<file path="src/rtl/opb_regbank_pkg.sv">
// opb_regbank_pkg: shared types and helpers for the OPB register bank
package opb_regbank_pkg;
  localparam int C_REGBANK_MAX = 63;
  typedef enum logic {IDLE, ACK} state_t;
  function automatic logic [31:0] be_merge(input logic [31:0] old_data, input logic [31:0] new_data, input logic [3:0] be);
    for (int i = 0; i < 4; i++) be_merge[8*i+:8] = be[i] ? new_data[8*i+:8] : old_data[8*i+:8];
  endfunction
endpackage

</file>
<file path="src/rtl/opb_regbank_decode.sv">
// opb_regbank_decode: window range check, word offset and register map classification
module opb_regbank_decode
  import opb_regbank_pkg::*;
#(
  parameter logic [31:0] C_BASEADDR = 32'h010B2300,
  parameter logic [31:0] C_HIGHADDR = 32'h010B23FF,
  parameter int          C_NUM_REGS = 4
) (
  input  logic [31:0] addr,
  output logic        in_range,
  output logic [29:0] off,
  output logic        is_ctrl,
  output logic        is_status
);
  logic [31:0] diff;
  logic        unused_lsb;
  assign diff       = addr - C_BASEADDR;
  assign in_range   = addr >= C_BASEADDR && addr <= C_HIGHADDR;
  assign off        = diff[31:2];
  assign is_ctrl    = off < 30'(C_NUM_REGS);
  assign is_status  = off == 30'(C_NUM_REGS);
  assign unused_lsb = ^diff[1:0];
endmodule

</file>
<file path="src/rtl/opb_register_bank_ppc2simulink.sv">
// opb_register_bank_ppc2simulink: OPB slave bank of PPC-writable control registers plus one status word
module opb_register_bank_ppc2simulink
  import opb_regbank_pkg::*;
#(
  parameter logic [31:0]           C_BASEADDR   = 32'h010B2300,
  parameter logic [31:0]           C_HIGHADDR   = 32'h010B23FF,
  parameter int                    C_OPB_AWIDTH = 32,
  parameter int                    C_OPB_DWIDTH = 32,
  parameter int                    C_NUM_REGS   = 4,
  parameter logic [C_NUM_REGS-1:0] C_PULSE_MASK = '0,
  parameter string                 C_FAMILY     = "virtex5"
) (
  input  logic                       OPB_Clk,
  input  logic                       OPB_Rst,
  input  logic [0:31]                OPB_ABus,
  input  logic [0:3]                 OPB_BE,
  input  logic [0:31]                OPB_DBus,
  input  logic                       OPB_RNW,
  input  logic                       OPB_select,
  input  logic                       OPB_seqAddr,
  output logic [0:31]                Sl_DBus,
  output logic                       Sl_xferAck,
  output logic                       Sl_errAck,
  output logic                       Sl_retry,
  output logic                       Sl_toutSup,
  output logic [C_NUM_REGS*32-1:0]   user_data_out,
  output logic [C_NUM_REGS-1:0]      user_wr_strobe,
  input  logic [31:0]                user_status_in
);
  localparam int IW = C_NUM_REGS > 1 ? $clog2(C_NUM_REGS) : 1;
  state_t                       state;
  logic                         in_range, is_ctrl, is_status, hit, commit, err;
  logic [29:0]                  off;
  logic                         rnw_q, ctrl_q, stat_q, pend;
  logic [IW-1:0]                idx_q;
  logic [3:0]                   be_q;
  logic [31:0]                  data_q, status_r, rdata;
  logic [C_NUM_REGS-1:0][31:0]  regs;
  logic                         unused_ok;
  opb_regbank_decode #(
    .C_BASEADDR(C_BASEADDR),
    .C_HIGHADDR(C_HIGHADDR),
    .C_NUM_REGS(C_NUM_REGS)
  ) u_decode (
    .addr     (OPB_ABus),
    .in_range (in_range),
    .off      (off),
    .is_ctrl  (is_ctrl),
    .is_status(is_status)
  );
  assign hit    = OPB_select && in_range;
  // an ACK cycle whose select has dropped is a master abort: nothing is acked or committed
  assign commit = state == ACK && OPB_select;
  assign err    = !ctrl_q && !(stat_q && rnw_q);
  always_comb rdata = (ctrl_q && !C_PULSE_MASK[idx_q]) ? regs[idx_q] : stat_q ? status_r : '0;
  assign Sl_xferAck     = commit;
  assign Sl_errAck      = commit && err;
  assign Sl_DBus        = (commit && rnw_q && !err) ? rdata : '0;
  assign Sl_retry       = 1'b0;
  assign Sl_toutSup     = 1'b0;
  assign user_data_out  = regs;
  assign unused_ok      = ^{OPB_seqAddr, off[29:IW], 1'(C_OPB_AWIDTH), 1'(C_OPB_DWIDTH), C_FAMILY != "", C_NUM_REGS <= C_REGBANK_MAX};
  always_ff @(posedge OPB_Clk or posedge OPB_Rst) begin
    if (OPB_Rst) begin
      state          <= IDLE;
      rnw_q          <= 1'b0;
      ctrl_q         <= 1'b0;
      stat_q         <= 1'b0;
      idx_q          <= '0;
      be_q           <= '0;
      data_q         <= '0;
      status_r       <= '0;
      pend           <= 1'b0;
      regs           <= '0;
      user_wr_strobe <= '0;
    end else begin
      status_r       <= user_status_in;
      state          <= (state == IDLE && hit) ? ACK : IDLE;
      pend           <= commit && !rnw_q && ctrl_q;
      user_wr_strobe <= '0;
      if (state == IDLE && hit) begin
        rnw_q  <= OPB_RNW;
        ctrl_q <= is_ctrl;
        stat_q <= is_status;
        idx_q  <= off[IW-1:0];
        be_q   <= OPB_BE;
        data_q <= OPB_DBus;
      end
      // pending write lands one edge after the ack; pulse registers self-clear otherwise
      for (int i = 0; i < C_NUM_REGS; i++)
        if (pend && idx_q == IW'(i)) begin
          regs[i]           <= be_merge(regs[i], data_q, be_q);
          user_wr_strobe[i] <= 1'b1;
        end else if (C_PULSE_MASK[i]) regs[i] <= '0;
    end
  end
endmodule
</file>
<file path="config.mk">
export PLATFORM = sky130hd
export DESIGN_NAME = opb_register_bank_ppc2simulink
export DESIGN_NICKNAME = d
export VERILOG_FILES = /design/src/rtl/opb_regbank_pkg.sv /design/src/rtl/opb_regbank_decode.sv /design/src/rtl/opb_register_bank_ppc2simulink.sv
export SDC_FILE = /design/constraint.sdc
export NUM_CORES = 1
export LEC_CHECK = 0
export CAP_MARGIN = 40
export CORE_ASPECT_RATIO = 0.75
export CORE_MARGIN = 2
export CORE_UTILIZATION = 42
export DETAILED_ROUTE_END_ITERATION = 8
export GPL_ROUTABILITY_DRIVEN = 1
export PLACE_DENSITY = 0.75
export SYNTH_ARGS = -nofsm -noshare
export SYNTH_HDL_FRONTEND = slang
export SYNTH_SLANG_ARGS = --single-unit
</file>
<file path="constraint.sdc">
create_clock -name OPB_Clk -period 6.3 [get_ports OPB_Clk]
set_input_delay 0.63 -clock OPB_Clk [delete_from_list [all_inputs] [get_ports OPB_Clk]]
set_output_delay 0.63 -clock OPB_Clk [all_outputs]
set_load 0.03 [all_outputs]
</file>
# Word-level counts from Yosys, hierarchy flattened
# Index checks and enable logic that the tools add are counted.
# Widths: inputs -> output; s select.
word_totals:
  reg_bits: 207
  input_bits: 105
  out_inout_bits: 168
  wordCells: 86
classes:
  addsub: 1
  magnitude_cmp: 4
  eq_ne: 4
  mux: 12
  bitwise_logic: 1
  n_reduce_logical: 38
ops:
  columns: ["cell", "count"]
  rows:
  - ["$mux 32", 4]
  - ["$bmux 32 s2", 1]
  - ["$ge 32x25->1 const B", 1]
  - ["$le 32x25->1 const B", 1]
  - ["$reduce_and 2->1", 16]
  - ["$sub 32x25->32 const B", 1]
  - ["$eq 30x3->1 const B", 1]
  - ["$lt 30x3->1 const B", 1]
  - ["$logic_and 1x1->1", 16]
  - ["$mux 1", 6]
  - ["$logic_not 1->1", 5]
  - ["$eq 2x2->1 const B", 2]
  - ["$lt 2x3->1 const B", 1]
  - ["$bmux 1 s2", 1]
  - ["$eq 2x1->1 const B", 1]
  - ["$logic_not 2->1", 1]
  - ["$not 1->1", 1]

# Logic depth before layout (Yosys ltp)
# Gate-level depths: netlist of the first run.
depth:
  depth_word: 6
  ltp_mapped: 5
  ltp_nobuf: 4

# Modules after synthesis
# Synthesis of the first run repeated with hierarchy kept, for this count alone.
hier_totals:
  hier_cells: 735
  area_unflattened_um2: 9801.9
modules_own_cells:
  columns: ["mod", "instances", "cells_per_inst", "area_each_um2", "seq_area_each_um2"]
  rows:
  - ["opb_register_bank_ppc2simulink", 1, 609, 8962.3, 5180.0]
  - ["opb_regbank_decode", 1, 126, 839.6, 0.0]

# Least setup slack after synthesis of the first run
# No wires, ideal clock.
synth_timing:
  path_type: "in2out"
  from: "input port OPB_select"
  to: "output port Sl_DBus[10] (netlist name)"
  arrival_time_ns: 1.785
  t_required_ns: 5.670
  path_slack_ns: 3.885
  cell_stages: 5
  path_buffers: 1
  cell_sequence: "nand2_1 -> inv_1 -> o211ai_1 -> clkbuf_1 -> nor2_1"
synth_between:
  elab_chain_cells: 4
synth_rtl:
  columns: ["element", "line_no", "rtl"]
  rows:
  - ["start: declaration", "opb_register_bank_ppc2simulink.sv:19", "input logic OPB_select,"]
  - ["$logic_and 1x1->1", "opb_register_bank_ppc2simulink.sv:53", "assign commit = state == ACK && OPB_select;"]
  - ["named net Sl_xferAck", "opb_register_bank_ppc2simulink.sv:22", "output logic Sl_xferAck,"]
  - ["$logic_and 1x1->1 (2 in series)", "opb_register_bank_ppc2simulink.sv:58", "assign Sl_DBus = (commit && rnw_q && !err) ? rdata : '0;"]
  - ["$mux 32", "opb_register_bank_ppc2simulink.sv:58", null]
  - ["end: declaration", "opb_register_bank_ppc2simulink.sv:21", "output logic [0:31] Sl_DBus,"]
# The timed path passes the listed nets, and every way through them passes these cells.

# Final worst setup path of the first run
layout_timing:
  from: "register idx_q[0]"
  to: "output port Sl_DBus[21] (netlist name)"
layout_between:
  elab_chain_cells: 6
  elab_cells_between_ends: 8
  classes_between: "mux (6); reduce/logical (2)"
layout_rtl:
  columns: ["element", "line_no", "rtl"]
  rows:
  - ["start: declaration", "opb_register_bank_ppc2simulink.sv:35", "logic [IW-1:0] idx_q;"]
  - ["start signal: assignment", "opb_register_bank_ppc2simulink.sv:85", "idx_q <= off[IW-1:0];"]
  - ["$bmux 1 s2", "opb_register_bank_ppc2simulink.sv:55", "always_comb rdata = (ctrl_q && !C_PULSE_MASK[idx_q]) ? regs[idx_q] : stat_q ? status_r : '0;"]
  - ["$mux 1 (implied by the code)", "opb_register_bank_ppc2simulink.sv:55", null]
  - ["$logic_not 1->1", "opb_register_bank_ppc2simulink.sv:55", null]
  - ["$logic_and 1x1->1", "opb_register_bank_ppc2simulink.sv:55", null]
  - ["$mux 32 *", "opb_register_bank_ppc2simulink.sv:55", null]
  - ["$mux 32 *", "opb_register_bank_ppc2simulink.sv:58", null]
# Mark *: on every way between the ends. The rest lies on a longest branch, timed or not. The select of a mux whose other input is x is not followed.

==> results.md, run 1 <==
Place:
- The global placer's final weighted congestion is 0.9044.
- The number of buffers inserted by port buffering is 267.
- The total half-perimeter wirelength after legalization and detailed placement is 16990 µm.
- The number of instances in the placed design is 1081.

Floorplanning:
- The initial utilization of the core area, before any placement, comes to 43.08%.
- The core region is 0.02033 mm².
- The floorplan die height is 129.1 µm.
- The floorplan has 45 rows.
- 273 I/O pins were placed.
- The die covers 0.02203 mm².
- Measured along the x axis, the die boundary spans 170.7 µm.

Global routing:
- The number of global-route vias before repair is 6583.
- The initial antenna violation count came to 0.
- The first-pass GRT wire length is 38370 µm.
- The maximum number of pins on one net before global-route repair is 97.
- The global route total overflow is 0.
- For this run, the total global-route usage over all layers was measured as 22.72%.

Yosys:
- The largest area contributor in the netlist is dfrtp_1.
- The share of the Yosys chip area taken by registers is 59.15%.
- Summing the areas of all compound-gate instances in the mapped netlist gives 2.943% of the synthesized area.
- The main combinational cell family by area after synthesis is multiplexers.
- The area share of fa/ha/maj cells after synthesis is 0%.
- Synthesis instantiated 32 different standard cells from the library.
- The number of synthesis warnings is 0.
- For this run, the leading register cell type out of synthesis is dfrtp_1.
- In the synthesized netlist, mux cells make up 31.68% of the area.
- The register bit count reported by yosys is 207.
- The post-synthesis average cell area is 15.89 µm².
- Yosys attributes the largest share of cell area to dfrtp_1 59%, mux2_2 17%, mux4_2 8.2%, mux2_4 6.9%, a22oi_1 2.7%.
- The synthesized netlist occupies a cell area of 0.008757 mm².
- The number of enable-type register cells in the synthesized netlist is 0.
- Of the post-synthesis cell area, the dominant cell type holds 59.15%.
- The proportion of register bits with asynchronous set or reset after synthesis is 100.0%.
- The post-synthesis share of cell area spent on and, or, nand and nor gates is 4.243%.
- The share of the synthesized netlist area taken by xor and xnor gates is 0%.
- Synthesis produced 551 cells.

Drt:
- Across all layers, the routed design uses 5885 vias.
- Dividing the detail-routed via count by the number of cells gives 5.269.
- The first detailed-routing pass ran for 4 iterations.
- In the final routed layout, each cell accounts on average for 22.13 µm.
- The post-detailed-route count of antenna-violating nets is 0.
- The wire length after detailed routing is 24720 µm.
- In this run, the number of DRC markers left after iteration 0 of detailed routing was 391.
- The post-route DRC violation count is 0.

Clock network:
- Clock-pin slew was measured on the worst setup and hold paths at 0.06 ns.
- In this run the post-CTS setup repair buffer count came out at 0.
- Counting along the longest clock path gives a buffer depth of 3.
- The post-cts hold buffer count is 0.
- TritonCTS built the clock tree.
- In this run the number of H-tree levels came out at 1.
- The clock reaches the later pin of the worst-skew pair after 0.50 ns.
- Counting the buffers created by CTS gives 22.
- The quantity of gates resized following cts is 0.
- The TritonCTS sink count is 207.
- The root buffer cell chosen for the clock tree is clkbuf_16.

Final layout:
- The total inserted antenna cells is 0.
- Excluding fillers, the count of instances in the completed layout stands at 1117.
- The layout overhead on the synthesized area is 42.88%.
- The fill cell instance count of the final layout is 1542.
- The fraction of layout cells with a size suffix above 1 is 30.06%.
- At the end of the flow the core is filled with cells to 61.56%.
- The net count of the finished layout is 928.

Pwr:
- The share of power burned in combinational logic is 3.7%.
- In this run, flip-flops and latches consume 49.4% of the power.
- The worst IR drop on VDD is 0.1891 mV.
- The clock network accounts for 47.0% of the total power.
- For this design the static power due to leakage is 0.005485 µW.
- Net switching is 20.29% of the power.
- The areal power density over the cells is 217.5 mW/mm².
- The total internal power is 2169 µW.
- For this design the total switching power over the nets is 552.1 µW.

STA:
- The final worst-path cycle share is 61.31%.
- The final hold violation count is 0.
- Across the routed clock network, the largest skew measured is 0.01646 ns.
- The number of pins with negative max-slew slack in the final report came to 0.
- Setup repair after global routing left no endpoint under its margin.
- For the pin with the worst max-slew slack, the measured transition is 0.6498 ns.
- In this run the tightest slew margin relative to its limit is 56.68%.
- Setup total negative slack on the finished layout was measured at 0 ns.
- Setup violations remaining at the end of the flow were counted as 0.
- The final period demand of the worst path is 3.862 ns.
- The maximum clock frequency is 0.2589 GHz.

Worst setup path:
- The arrival time at the worst endpoint is 3.23 ns.
- For the worst setup path, the data required time is 5.67 ns.
- Along the worst path, the maximum fanout reaches 21.
- The worst reg-to-reg setup slack is 3.58 ns.
- The critical path endpoint category is a primary output.
- The worst flop-to-flop path endpoint is user_data_out[47].
- The destination of the critical timing path is Sl_DBus[21].
- Tracing the worst setup path back leads to its startpoint at idx_q[0].
- STA classifies the critical path startpoint as a flop.
- The critical path start-end classification is reg2out.
- The path depth of the worst reg2reg path is 5.
- In this run the critical register-to-register path is launched from idx_q[0].

Job:
- The tool flagged a number of max-cap violations equal to 0.

Hold path:
- The path class of the tightest hold or removal check is reg2reg.

Run status:
- The run finished with clean final reports.
==> synth_stat cells (2+ instances only) <==
cell,n
mux2_2,129
dfrtp_1,207
a22oi_1,31
inv_1,2
buf_2,10
mux2_4,40
nor4_1,2
a21oi_1,2
buf_6,4
nand2_1,15
and2_1,4
clkbuf_1,10
and3_1,2
buf_1,4
buf_4,2
mux4_2,32
nor3b_1,2
nor3_1,2
nor2_1,37
nand3_1,2
==> power by group through the flow <==
stage / sequential, µW / clock, µW / combinational [µW]
2_1_floorplan: 1370 / 0 / 25.7
3_3_place_gp: 1370 / 0 / 96.9
3_5_place_dp: 1370 / 0 / 102
4_1_cts: 1340 / 1310 / 102
5_1_grt: 1340 / 1360 / 109
6_report: 1340 / 1280 / 99.7
==> placed cells by master (no fill, tap or decap), drive strengths merged, types with 2 or more instances in the layout <==
cell	count
clkinv	4
nand3	2
mux2	169
mux4	32
clkbuf	31
conb	2
and3	2
and2	4
nor3b	2
a22oi	31
buf	10
a21oi	2
inv	2
nor2	37
clkdlybuf4s50	267
dfrtp	207
nor3	2
nor4	4
nand2	15
==> layout make-up <==
class | count | area [µm²] | area share (%)
clock inverter | 5 | 50.05 | 0.4000
multi-input combinational | 313 | 3418 | 27.32
inverter | 2 | 15.01 | 0.1200
timing repair buffer | 277 | 2828 | 22.60
clock buffer | 31 | 665.6 | 5.320
sequential | 207 | 5182 | 41.42
tap | 282 | 352.8 | 2.820
==> per-layer routing <==
metal,vias to the layer above,wire (µm),global-route usage (%)
met5,-,0,0
met4,0,474,4.877
met3,34,1663,4.704
met2,225,11720,37.49
met1,3054,10860,31.46
li1,2572,-,-
==> kinds of logic after synthesis <==
kind of cell,after synthesis
flops,207
mux,201
simple gates,75
compound gates,35
buf+inv,32
other cells,1
==> metrics by stage <==
| step | area (µm²) | setup WS, ns | total power [µW] | hold WS, ns |
|---|---|---|---|---|
| finish | 12510 | 2.438 | 2721 | 0.5155 |
| global route | 12510 | 2.261 | 2815 | 0.5369 |
| CTS | 12510 | 2.360 | 2751 | 0.5130 |
| detailed placement | 11800 | 2.905 | 1469 | 0.4993 |
| global placement | 11690 | 2.935 | 1464 | 0.4912 |
| floorplan | 8761 | 0.01752 | 1392 | 0.4493 |
==> sequential cells by signal, indices dropped and copies added, names as in the netlist <==
signal / count
be_q: 4
ctrl_q: 1
data_q: 32
idx_q: 2
pend: 1
rnw_q: 1
stat_q: 1
state: 1
status_r: 32
user_data_out: 128
user_wr_strobe: 4
==> worst max-delay path, stage by stage (launching register included) <==
cell,delay [ns]
dfrtp_2,0.78
buf_4,0.50
mux4_2,0.56
a22oi_1,0.21
nor2_1,0.07
clkdlybuf4s50_1,0.60
==> how the worst min path moves through the flow <==
stage | start | endpoint | slack (ns) | depth (start not counted)
floorplan | rnw_q | pend | 0.45 | 1
global placement | rnw_q | pend | 0.49 | 1
detailed placement | rnw_q | pend | 0.50 | 1
CTS | rnw_q | pend | 0.51 | 1
global route | rnw_q | pend | 0.54 | 1
finish | rnw_q | pend | 0.52 | 1
No activity file was read; power rests on OpenSTA's default activity.
==> run 2, diff against run 1 <==
Clock period 6.3 ns to 3.31 ns, I/O delays scaled along.
==> results.md, run 2 (synthesis gave the netlist of run 1 again) <==
Run status:
- The flow ran to the end, and the final reports show no timing, DRC or antenna violations.

Global routing:
- The first-pass GRT wire length is 38220 µm.
- The initial antenna violation count is 0.
- The number of global-route vias before repair came to 6403.
- For this run the aggregate overflow at the end of global routing stands at 0.
- Global routing consumed, over all layers together, 22.96% of the routing resources.
- Entering global routing, the biggest net connects 79 pins.

Worst setup path:
- The setup path with the least slack is of type reg2out.
- Data on the critical path is required at its endpoint by 2.98 ns.
- The critical path's largest stage delay is 0.66 ns.
- Data on the critical path arrives at its endpoint at 2.83 ns.
- STA classifies the critical path startpoint as a flop.
- Walking the worst path, the cells encountered are buf_12, mux4_2, a22oi_1, nor2_1, clkdlybuf4s50_1.
- In this run the worst path has a maximum fanout of 17.
- The highest-delay cell along the critical path is dfrtp_2.
- The worst setup path is captured at a primary output.

STA:
- The final period demand of the worst path is 3.163 ns.
- Setup repair after global routing left no endpoint under its margin.
- Measured against its own limit, the worst slew margin works out to 57.53%.
- The number of pins with negative max-slew slack in the final report is 0.
- The final number of setup-violating endpoints is 0.
- Setup total negative slack on the finished layout was measured at 0 ns.
- Static timing analysis puts the maximum clock frequency at 0.3162 GHz.
- For the pin with the worst max-slew slack, the measured transition is 0.6356 ns.
- The final worst-path setup slack is 0.1469 ns.
- After layout, the worst path uses 95.56% of the clock period.
- The clock tree skew after final layout is 0.01468 ns.
- The final hold violation count is 0.

Drt:
- The post-detailed-route count of antenna-violating nets is 0.
- The post-route DRC violation count is 0.
- The vias per cell is 5.270.
- Dividing the detail-routed wire length by the instance count gives 22.39 µm.
- The number of design-rule violations left by the first detailed-router iteration is 333.
- The wire length after detailed routing is 25050 µm.
- The total vias in the final route is 5897.
- The detailed-router iteration count before antenna repair is 5.

Pwr:
- In this run, flip-flops and latches consume 49.5% of the power.
- The portion of total power attributed to the clock network is 46.8%.
- Internal power comes to 4104 µW.
- The worst IR drop on VDD is 0.2838 mV.
- The switching portion of total power is 20.54%.
- The net switching power of the design is 1061 µW.
- Combinational logic burns 3.7% of the power.
- The areal power density over the cells is 413.5 mW/mm².
- The analysis attributes to cell leakage a power of 0.005472 µW.

Clock network:
- The maximum count of clock buffers along a single path is 3.
- After clock tree synthesis, the clock-pin slew on the worst setup and hold paths is 0.06 ns.
- The CTS tree is yes.
- CTS built an H-tree with a depth of 1.
- The quantity of gates resized following cts is 0.
- The tree is rooted in a clkbuf_16.
- The TritonCTS sink count is 207.
- In this run the post-CTS setup repair buffer count came out at 0.
- The clock latency on the worst-skew pair is 0.50 ns.
- The number of buffers created by CTS is 21.
- The post-cts hold buffer count is 0.

Final layout:
- The repair_antennas step left the layout with diodes totalling 0.
- The library cell used most frequently in the layout, excluding fill and tap cells, is clkdlybuf4s50_1.
- The layout overhead on the synthesized area is 42.65%.
- The register with the most flip-flops in the layout has 128 of them.
- The top cell types in the final layout, fill and taps aside, are 267 x clkdlybuf4s50_1, 204 x dfrtp_1, 129 x mux2_2, 40 x mux2_4, 37 x nor2_1.
- In the final design database the tool counted 928 nets.
- The post-route netlist has 30.35% of its cells at a drive strength greater than 1.
- The final instance count without filler cells is 1119.

Floorplanning:
- The starting density of the core is 43.08%.
- After floorplanning, the core was sized to cover 0.02033 mm².
- The area of the die is 0.02203 mm².
- The floorplan has 45 rows.
- The width of the chip is 170.7 µm.
- 273 I/O pins were placed.
- The die is 129.1 µm tall.

Place:
- The total half-perimeter wirelength after legalization and detailed placement is 17120 µm.
- During placement, the flow inserted port buffers numbering 267.
- The global placer's final weighted congestion is 0.8284.
- The number of instances in the placed design is 1082.
- Timing analysis after detailed placement gives a worst setup slack of 0.6464 ns.

Hold path:
- The worst hold path belongs to the class in2async.

Job:
- The reported max-cap violation count is 0.
-- run 2: cell types whose count changed in the layout (fill, tap and decap cells not counted), sizes merged --
cell	change
clkbuf	-6
inv	-1
bufinv	+2
clkinvlp	+1
clkinv	+5
buf	+1
-- run 2: stage by stage --
step                      area [µm²]  total power, µW  util [%]  hold WS [ns]
after floorplan                 8765             2651         -        0.3624
after global placement         11800             2791     58.04        0.4822
after detailed placement       11800             2798     58.04        0.4831
after CTS                      12490             5219     61.46        0.1868
after global routing           12490             5351     61.46        0.2097
final                          12490             5165     61.46        0.1896
-- run 2: final timing paths --
check / startpoint / to / depth (start not counted) / slack, ns
max: idx_q[0] / Sl_DBus[11] / 5 / 0.15
min: OPB_Rst / data_q[30] / 2 / 0.19
max reg2reg: idx_q[0] / user_data_out[25] / 4 / 0.84
min reg2reg: rnw_q / pend / 1 / 0.49
max in group asynchronous: OPB_Rst / state / 3 / 2.25
min in group OPB_Clk: user_status_in[15] / status_r[15] / 1 / 0.27
-- run 2: critical path: cells and delay by family (launching register included) --
kind	cells	cell delay (ns)
compound gates	1	0.16
flops	1	0.66
mux	1	0.57
buf+inv	2	0.88
simple gates	1	0.06
-- run 2: cell type report --
cell class / count / area [µm²]
fillers: 1538 / 7834
multi-input cells: 313 / 3418
clock inverters: 12 / 135.1
well taps: 282 / 352.8
clock buffers: 25 / 560.5
flip-flops and latches: 207 / 5184
inverters: 2 / 11.26
repair buffers: 278 / 2830
-- run 2: power by group through the flow --
stage | clock network, µW | registers, µW | logic, µW
final | 2420 | 2560 | 192
after global routing | 2590 | 2560 | 210
after CTS | 2470 | 2560 | 196
after detailed placement | 0 | 2600 | 195
after global placement | 0 | 2600 | 190
after floorplan | 0 | 2600 | 49.3
-- run 2: per-layer routing --
metal	wire length (µm)	vias up	track usage [%]
met5	0	-	0
met4	561	0	5.480
met3	1699	45	5.345
met2	11730	219	37.34
met1	11060	3068	31.67
li1	-	2565	-
==> run 3, diff against run 2 <==
Settings changed: CELL_PAD_IN_SITES_DETAIL_PLACEMENT set to 1, CELL_PAD_IN_SITES_GLOBAL_PLACEMENT set to 1, CORE_UTILIZATION 42 to 34.
==> results.md, run 3 (synthesis gave the netlist of run 1 again) <==
Final layout:
- The total number of nets in the final design is 928.
- The fill cell instance count of the final layout is 2507.
- The fraction of layout cells with a size suffix above 1 is 29.90%.
- The count of cells in the finished layout, fillers not included, comes to 1175.
- Across the whole layout, storage elements account for 0.005184 mm².
- The number of flip-flops in the largest register is 128.
- The layout overhead on the synthesized area is 43.43%.
- The top cell types in the final layout, fill and taps aside, are 267 x clkdlybuf4s50_1, 204 x dfrtp_1, 129 x mux2_2, 40 x mux2_4, 37 x nor2_1.
- Summing all multi-input logic gate instances after layout gives 0.003418 mm².
- Leaving out fill and tap cells, the most frequent cell in the layout is clkdlybuf4s50_1.

Clock network:
- In this run the number of H-tree levels came out at 1.
- In this run, CTS created clock tree buffers numbering 21.
- The tree built by TritonCTS fans out to 207 sinks.
- Clock-pin slew was measured on the worst setup and hold paths at 0.06 ns.
- The CTS tree is yes.
- The post-cts hold buffer count is 0.
- The cell sitting at the root of the clock tree is a clkbuf_16.
- The later pin in the worst-skew pair is clocked with a latency of 0.50 ns.
- Counting along the longest clock path gives a buffer depth of 3.

Floorplanning:
- Measured along the y axis, the die boundary spans 143.0 µm.
- The number of top-level pins is 273.
- The area of the core region is 0.02515 mm².
- The die covers 0.02707 mm².
- The starting density of the core is 34.82%.
- The die is 189.3 µm wide.
- After floorplanning, the core was divided into 50 placement rows.

STA:
- The summed negative setup slack over all endpoints is 0 ns.
- Setup violations remaining at the end of the flow were counted as 0.
- Counting I/O delays and the setup requirement, the final critical path takes 3.124 ns.
- The final hold violation count is 0.
- The number of pins with negative max-slew slack in the final report is 0.
- Measured against its own limit, the worst slew margin works out to 57.36%.
- The maximum clock frequency is 0.3201 GHz.
- After layout, the worst path uses 94.37% of the clock period.
- Setup repair after global routing left no endpoint under its margin.
- The transition at the pin with the smallest max-transition slack is 0.6382 ns.
- On the final layout, the worst clock skew is 0.01530 ns.

Global routing:
- Entering global routing, the biggest net connects 90 pins.
- Global routing consumed, on the met3 layer, 4.375% of the routing resources.
- The global route total overflow is 0.
- The first global-routing pass estimated 40980 µm of wire.
- For met2 alone, demand over resource in global routing was 32.50%.
- The most congested layer reported by global routing is met2.
- Global routing consumed, over all layers together, 20.12% of the routing resources.
- The number of global-route vias before repair is 6492.
- The met1 global-route usage is 28.41%.
- The initial antenna violation count is 1.

Drt:
- The number of design-rule violations left by the first detailed-router iteration is 191.
- The detail route stage leaves a number of antenna-violating nets equal to 0.
- After detailed routing, the total wire length is 27230 µm.
- For this block, the via count after detailed routing is 5889.
- The detailed-router iteration count before antenna repair is 4.
- After detailed routing, the average wire length per cell comes to 23.18 µm.
- The post-route DRC violation count is 0.
- In the routed layout, each cell is associated on average with a via count of 5.012.

Worst setup path:
- The critical path start-end classification is reg2out.
- The critical path endpoint category is a primary output.
- The number of cells on the worst reg-to-reg path is 4.
- The launching element type of the critical path is a flop.
- Of all nets on the critical path, the largest fanout is 15.
- The required time at the endpoint of the critical path is 2.98 ns.
- The arrival time at the worst endpoint is 2.79 ns.

Job:
- Max-cap violations in this run came to 0.

Pwr:
- The leakage power summed over all cells is 0.005456 µW.
- The total power is 5111 µW.
- The worst-case IR drop observed on VDD is 0.2790 mV.
- The areal power density over the cells is 406.9 mW/mm².

Run status:
- The flow ran to the end, and the final reports show no timing, DRC or antenna violations.

Place:
- At the end of routability-driven placement, the weighted congestion stood at 0.7514.
- The number of instances in the placed design is 1138.
- Summed over all nets, the half-perimeter wirelength after detailed placement is 18720 µm.
- Port buffering added 267 buffers.

Hold path:
- The class of the most critical hold timing path is in2async.
-- run 3: cell count changes in the layout (fill, tap and decap cells not counted), sizes merged --
cell and change:
clkinv -7, bufinv -2, inv +1, diode +1
clkbuf +7
-- run 3: stage by stage --
step / util [%] / hold slack, ns / area (µm²) / setup slack (ns)
global placement: 47.23 / 0.4927 / 11880 / 0.6261
global route: 49.94 / 0.1306 / 12560 / 0.02928
floorplan: - / 0.3624 / 8765 / 0.2928
finish: 49.95 / 0.1325 / 12560 / 0.1863
CTS: 49.92 / 0.1315 / 12550 / 0.01116
detailed placement: 47.23 / 0.4861 / 11880 / 0.6078
-- run 3: power by group --
part           switching [µW]  internal (µW)  leakage (µW)
registers                6.19           2550       0.00281
logic                    79.3            114       0.00231
clock network             983           1380      0.000334
-- run 3: cell type report --
cell class | count | area share (%)
antenna | 1 | 0.01992
clock buffer | 32 | 4.991
clock inverter | 4 | 0.3885
inverter | 2 | 0.08965
multi-input combinational | 313 | 27.21
sequential | 207 | 41.27
tap | 338 | 3.367
timing repair buffer | 278 | 22.66
-- run 3: per-layer routing --
metal	wire, µm	share of wire, %	vias up
met5	0	0	-
met4	402	1.5	0
met3	1574	5.8	23
met2	12610	46	191
met1	12650	46	3100
li1	-	-	2575
-- run 3: critical path: stages, from the launching register on --
cell and delay, ns:
dfrtp_2 0.60, buf_12 0.24, mux4_2 0.57, a22oi_1 0.17, nor2_1 0.06, clkdlybuf4s50_1 0.63
-- run 3: path summary, 6_finish.rpt --
| check | from | endpoint | slack, ns |
|---|---|---|---|
| setup / recovery | idx_q[0] | Sl_DBus[11] | 0.19 |
| hold / removal | OPB_Rst | status_r[31] | 0.13 |
| setup reg to reg | idx_q[1] | user_data_out[27] | 0.72 |
| hold reg to reg | rnw_q | pend | 0.51 |
| max in group asynchronous | OPB_Rst | user_data_out[43] | 2.45 |
| min in group OPB_Clk | user_status_in[24] | status_r[24] | 0.27 |
-- run 3: timing repair --
item | 4_1_cts | 5_1_grt
resized for setup | 0 | 1
setup buffers | 0 | 0
setup endpoints to repair | 0 | 6
